**src/rtl/updown_counter.sv**
```systemverilog
// -----------------------------------------------------------------------------
// updown_counter
//   Parametrised up/down modulo counter with synchronous load and a registered
//   one-cycle wrap pulse. It is intended as a general timebase or event counter.
//   The count range is 0..MODULUS-1, and the counter never produces a value
//   outside that range.
//
// Parameters
//   NUM_BITS  width of count and load_value
//   MODULUS   count range 0..MODULUS-1 (2 <= MODULUS <= 2**NUM_BITS)
//   PRESCALE  number of enabled cycles per count step
//             (only used when COUNTER_PRESCALE_EN is defined); must be >= 1
//
// Optional feature
//   COUNTER_PRESCALE_EN  When this macro is defined, the build adds a prescaler
//                        that counts enabled cycles. In that build the count
//                        steps once every PRESCALE enabled cycles. When the
//                        macro is undefined, the count steps on every enabled
//                        cycle.
//
// Ports
//   clk         in   rising-edge clock
//   reset       in   synchronous, active-high reset
//   enable      in   count when high, hold when low
//   up          in   1 = increment, 0 = decrement
//   load        in   synchronous load of load_value (clamped to MODULUS-1)
//   load_value  in   value to load
//   count       out  registered count
//   wrap        out  registered 1-cycle pulse; high in the cycle the wrapped
//                    count value appears
//   at_limit    out  combinational: count == MODULUS-1 (up=1) or count == 0 (up=0)
//
// Per-cycle priority: reset > load > enable step > hold.
// -----------------------------------------------------------------------------
module updown_counter #(
    parameter int NUM_BITS = 8,
    parameter int MODULUS  = 256,
    parameter int PRESCALE = 4
) (
    input  logic                clk,
    input  logic                reset,
    input  logic                enable,
    input  logic                up,
    input  logic                load,
    input  logic [NUM_BITS-1:0] load_value,
    output logic [NUM_BITS-1:0] count,
    output logic                wrap,
    output logic                at_limit
);

    localparam logic [NUM_BITS-1:0] MAX_COUNT = NUM_BITS'(MODULUS - 1);

    // High on the enabled cycles where the count actually moves.
    logic step_now;

`ifdef COUNTER_PRESCALE_EN
    localparam int PRE_W = (PRESCALE > 1) ? $clog2(PRESCALE) : 1;
    localparam logic [PRE_W-1:0] PRE_LAST = PRE_W'(PRESCALE - 1);

    logic [PRE_W-1:0] pre;

    assign step_now = enable && (pre == PRE_LAST);

    // The prescaler counts enabled cycles and freezes while enable is low.
    // Reset and load both restart the phase.
    always_ff @(posedge clk) begin
        if (reset || load) begin
            pre <= '0;
        end else if (enable) begin
            pre <= step_now ? '0 : pre + PRE_W'(1);
        end
    end
`else
    // PRESCALE only matters when the prescaler is built in.
    localparam int unused_prescale = PRESCALE;

    assign step_now = enable;
`endif

    // Next value for a step in each direction, including the modulo wrap.
    logic [NUM_BITS-1:0] count_inc;
    logic [NUM_BITS-1:0] count_dec;
    logic [NUM_BITS-1:0] load_clamped;

    assign count_inc    = (count == MAX_COUNT) ? '0 : count + NUM_BITS'(1);
    assign count_dec    = (count == '0) ? MAX_COUNT : count - NUM_BITS'(1);
    assign load_clamped = (load_value > MAX_COUNT) ? MAX_COUNT : load_value;

    always_ff @(posedge clk) begin
        if (reset) begin
            count <= '0;
            wrap  <= 1'b0;
        end else if (load) begin
            count <= load_clamped;
            wrap  <= 1'b0;
        end else if (step_now) begin
            if (up) begin
                count <= count_inc;
                wrap  <= (count == MAX_COUNT);
            end else begin
                count <= count_dec;
                wrap  <= (count == '0);
            end
        end else begin
            // Hold cycles, and prescaler cycles that do not step, clear the pulse.
            wrap <= 1'b0;
        end
    end

    // at_limit depends only on count and the current direction. It is not
    // gated by enable.
    assign at_limit = up ? (count == MAX_COUNT) : (count == '0);

endmodule

```
**config.mk**
```make
export PLATFORM = sky130hd
export DESIGN_NAME = updown_counter
export DESIGN_NICKNAME = d
export VERILOG_FILES = /design/src/rtl/updown_counter.sv
export SDC_FILE = /design/constraint.sdc
export NUM_CORES = 1
export LEC_CHECK = 0
export BUFFER_PORTS_ARGS = -buffer_cell sky130_fd_sc_hd__buf_2
export CORE_MARGIN = 2
export CORE_UTILIZATION = 46
export DETAILED_ROUTE_END_ITERATION = 7
export PLACE_DENSITY = 0.72
export REMOVE_ABC_BUFFERS = 1
export SETUP_SLACK_MARGIN = 0.1
export SLEW_MARGIN = 5
export SYNTH_ARGS = -nofsm -noshare
export SYNTH_HDL_FRONTEND = slang
export SYNTH_SLANG_ARGS = --single-unit
```
**constraint.sdc**
```tcl
create_clock -name clk -period 1.5 [get_ports clk]
set_clock_uncertainty 0.15 [all_clocks]
set_input_delay 0.15 -clock clk [delete_from_list [all_inputs] [get_ports clk]]
set_output_delay 0.15 -clock clk [all_outputs]
set_load 0.01 [all_outputs]
```
## After elaboration in Yosys (flattened, before gate mapping)

Index checks and enable logic that the tools add are counted.

- Flip-flop bits (word level): 9
- Memories: 0
- Bits of input ports: 13
- Latch bits: 0
- Bits in writable memories: 0
- Output and inout port bits: 10
- Word-level logic and storage cells: 17
- Memory bits (read-only): 0

- Bitwise operators: 1
- Shift operators: 0
- Mux-type cells: 7
- Equal/unequal tests: 1
- Magnitude comparators: 1
- Add/sub/neg operators: 2
- $mul: 0
- Div/mod/pow operators: 0
- Reduce and logical (&&, ||, !) cells: 3

Operators with widths:

| operator | number |
|---|---|
| 8-bit two-way mux | 6 |
| 8-bit by 1-bit adder with 8-bit output (second input constant) | 1 |
| 8-bit == test (second input constant) | 1 |
| 8-bit > comparator (second input constant) | 1 |
| 8-bit logical NOT | 1 |
| 8-bit by 1-bit subtractor with 8-bit output (second input constant) | 1 |
| 3-bit OR reduction | 1 |
| 2-bit nonzero test | 1 |
| 1-bit two-way mux | 1 |
| 1-bit inverter | 1 |

## Depth between registers and ports, before layout

- Depth in word-level cells: 5
- Mapped depth: 6
- Depth with buffers taken out: 6

## Worst setup path after synthesis

OpenSTA, ideal clock, no wires.

- Kind: reg-to-reg
- Start point: reg count[0]
- End point: reg wrap
- Required time: 1235 ps
- Stages on the path, launching flop included: 7
- Path buffers: 0
- Library setup time: 115 ps
- Arrival time: 1451 ps
- Path slack: -216 ps
- Period minus slack after synthesis: 1716 ps
- Cells stage by stage: dfxtp_1 > inv_1 > ha_1 > nor4b_4 > nor3b_2 > or2_1 > and2_1

- Word-level cells in the longest chain between the ends: 2
- Elaborated cells between the ends (all ways): 3
- Those cells by class: eq/ne: 1; mux: 1; reduce/logical: 1

RTL lines:

| element | line | text |
|---|---|---|
| start: declaration | 46 | `output logic [NUM_BITS-1:0] count,` |
| start signal: assignment | 94 | `count <= load_clamped;` |
| start signal: assignment | 98 | `count <= count_inc;` |
| start signal: assignment | 101 | `count <= count_dec;` |
| 8-bit == test or 8-bit logical NOT (tied branches) | -- |  |
| 1-bit two-way mux * | -- |  |
| net at_limit | 48 | `output logic at_limit` |
| end signal: assignment | 99 | `wrap <= (count == MAX_COUNT);` |
| end signal: assignment | 102 | `wrap <= (count == '0);` |
| end: declaration | 47 | `output logic wrap,` |

The timed path passes the listed nets; every way through them passes the cells marked *.
A chain may end at the register's enable or synchronous reset.

## Final worst setup path

- Start point: reg count[0]
- End point: out at_limit

- Word-level cells in the longest chain between the ends: 2
- Elaborated cells between the ends (all ways): 3
- Those cells by class: eq/ne: 1; mux: 1; reduce/logical: 1

RTL lines:

| element | line | text |
|---|---|---|
| 8-bit == test or 8-bit logical NOT (tied branches) | 112 | `assign at_limit = up ? (count == MAX_COUNT) : (count == '0);` |
| 1-bit two-way mux * | 112 |  |
| end: declaration | 48 |  |

Every way passes the cells marked *; elsewhere a longest branch is shown, timed or not.

==> results.py <==
metrics = {
    "outcome": {
        "outcome": "finished, violations left",
        "violations": "negative setup slack",
    },
    "floorplanning": {
        "die_h_microns": 46.3,
        "start_util_pct": 48.3,
        "io_pins": 23,
        "rows": 15,
        "die_w_microns": 46.3,
        "dieArea_sq_mm": 0.00215,
        "core-area_sq_mm": 0.00171,
    },
    "clocking": {
        "path_clk_slew_ps": 80,
        "clk_latency_ps": 270,
        "numCtsBuffers": 3,
        "htreeDepth": 1,
        "cts_tree": "yes",
        "clk_path_buf_depth": 2,
        "root_buffer": "clkbuf_4",
        "cts_sinks": 9,
    },
    "timing": {
        "layout_setup_ws_ps": -332,
        "rsz0062_at_grt": "true",
        "worst_pin_slew_ps": 312,
        "fin_crit_sh_pct": 122,
        "tns_ps": -1930,
        "fin_crit_ps": 1830,
        "hold_violations": 0,
        "setup_viol": 9,
        "final-max-slew-violation-count": 0,
        "timing.slew.headroom_pct": 79.1,
        "clock.fmax_mhz": 546,
    },
    "critical_path": {
        "worst_setup_path_start_kind": "flip-flop",
        "cp_cell_sequence": "buf_4 > ha_1 > nand2_2 > nor3_4 > or2_1 > buf_2",
        "slowest_stage": "dfxtp_2",
        "r2r-end": "count[6]",
        "cp.arrival_ps": 1530,
        "cp_top_family": "simple AND/OR/NAND/NOR gates",
        "ff2ff_path_depth": 8,
        "cp-end-kind": "primary output",
        "r2r-start": "count[1]",
        "path_buf_inv": 2,
        "ff2ff_setup_slack_ps": -320,
        "crit_type": "reg -> out",
        "slowest_delay_ps": 340,
        "required_ps": 1200,
        "crit_fanout": 3,
    },
    "hold_path": {
        "worstHoldPathType": "in -> reg",
        "whs_path_depth": 2,
        "hold_end": "count[2]",
        "hp-start": "reset",
    },
    "logic_synthesis": {
        "synth_edf_count": 0,
        "post_synth_num_cell_types": 44,
        "yosysSeqAreaShare_pct": 21.9,
        "synthTopCellsByArea": "dfxtp_1 (22%), a21oi_1 (5.5%), ha_1 (4.6%)",
        "synth-seq-cells": 9,
        "syn_area_sq_um": 825,
        "yosys_warnings": 0,
        "synthArstFlopShare_pct": 0,
        "avgSynthCellArea_sq_um": 7.78,
        "synthCells": 106,
        "yosysTopAreaCell": "dfxtp_1",
        "ys.flop_type": "dfxtp_1",
        "synth_top_area_share_pct": 21.9,
    },
    "route": {
        "wire_per_inst_microns": 16.1,
        "drt-pass1-iter-count": 4,
        "vias_per_cell": 5.80,
        "vias": 1033,
        "antenna_left": 0,
        "wl_microns": 2860,
        "drt_iter0_drc": 32,
        "drcViolationCount": 0,
    },
    "final_layout": {
        "fin_nets": 170,
        "syn2layout_area_growth_pct": 53.7,
        "final_cell_mix": "buf_4 (25), buf_2 (22), nor2_1 (10)",
        "final_common_cell": "buf_4",
        "num-fill-cells": 130,
        "drive_gt1_share_pct": 47.7,
        "n_antenna_cell": 0,
        "stdcell_area_sq_mm": 0.00127,
    },
    "pwr": {
        "finalPower_mw": 0.887,
        "p_per_area_mw_per_mm2": 700,
        "p_leak_nw": 0.554,
        "ir_worst_vdd_mv": 0.423,
    },
    "global_route": {
        "gr-total-overflow": 0,
        "grt_pass1_wl_microns": 4200,
        "grt_max_degree": 14,
        "antenna_found_initial": 0,
        "grt_util_all_layers_pct": 28.0,
        "grt_pass1_vias": 946,
    },
    "placed_design": {
        "place_ws_ps": -234,
        "io_buffers": 22,
        "dp_hpwl_microns": 1780,
        "postPlaceCellArea_sq_mm": 0.00106,
        "gp_congestion": 0.895,
    },
    "flow_run": {
        "cap_violations": 0,
    },
}
## worst register-to-register path, stage by stage, from the launching register on
cell     delay (ps)
dfxtp_4         370
inv_4            70
buf_4           100
buf_6            80
ha_4            120
or3b_4          390
o22ai_4         190
a41o_1          210
a21oi_2          30
## worst max-delay path by stage
stage | startpoint | to | depth (start not counted)
after CTS | count[1] | at_limit | 6
after global routing | count[1] | at_limit | 6
after floorplan | count[0] | wrap | 6
final | count[0] | at_limit | 6
after global placement | count[1] | at_limit | 6
after detailed placement | count[1] | at_limit | 6
## state kept, by name (all words and copies together) (netlist names)
signal	count
count	8
wrap	1
## where the power goes
group          internal (mW)  leakage [nW]  switching (mW)
clock                  0.103        0.0150          0.0970
sequential             0.258        0.0763          0.0303
combinational          0.205         0.463           0.193
total                  0.567         0.554           0.320
## routing by layer
layer	vias up	global-route usage (%)	part of all wire [%]	routed length, microns
met3	2	4.71	4.1	118
met4	0	12.6	0.45	13
met2	35	46.4	51	1460
met1	506	35.0	44	1270
met5	-	0	0	0
li1	490	-	-	-
## final cells by class
cell class / count / area, sq um / area share (%)
Clock buffer: 4 / 26.3 / 2.07
Inverter: 6 / 27.5 / 2.17
Multi-Input combinational cell: 84 / 663 / 52.3
Sequential cell: 9 / 190 / 15.0
Tap cell: 25 / 31.3 / 2.47
Timing Repair Buffer: 50 / 329 / 26.0
## cells in the mapped netlist, types with 3 or more instances
| master | count |
|---|---|
| nand2_1 | 6 |
| nor2_1 | 10 |
| nor3b_1 | 3 |
| a21oi_1 | 9 |
| ha_1 | 3 |
| or3_1 | 3 |
| nand3_1 | 4 |
| inv_1 | 6 |
| xnor2_1 | 3 |
| clkbuf_1 | 3 |
| o21ai_0 | 4 |
| nor3_1 | 6 |
| dfxtp_1 | 9 |
## cells by family after synthesis
logic type	count (synthesis)	share of synthesized area (%)
xor+xnor	4	4.25
compound gates	33	27.9
simple gates	42	30.8
fa+ha+maj	3	4.55
buf+inv	13	8.04
flops	9	21.9
mux	2	2.58
## stage by stage
| stage | std cells | hold slack [ps] | utilization (%) |
|---|---|---|---|
| 3_5_place_dp | 164 | 259 | 61.9 |
| 4_1_cts | 177 | 19.1 | 73.0 |
| 3_3_place_gp | 164 | 260 | 61.9 |
| 2_1_floorplan | 99 | 69.1 | - |
| 6_report | 178 | 26.0 | 74.2 |
| 5_1_grt | 178 | 27.3 | 74.2 |
## timing repair
item	CTS	global route
setup endpoints to repair	10	10
resized for setup	24	4
buffers inserted	7	2
hold buffers	2	0
pin swaps	17	6
hold endpoints to repair	2	0
Note: power is estimated with default switching activity, not from simulation.
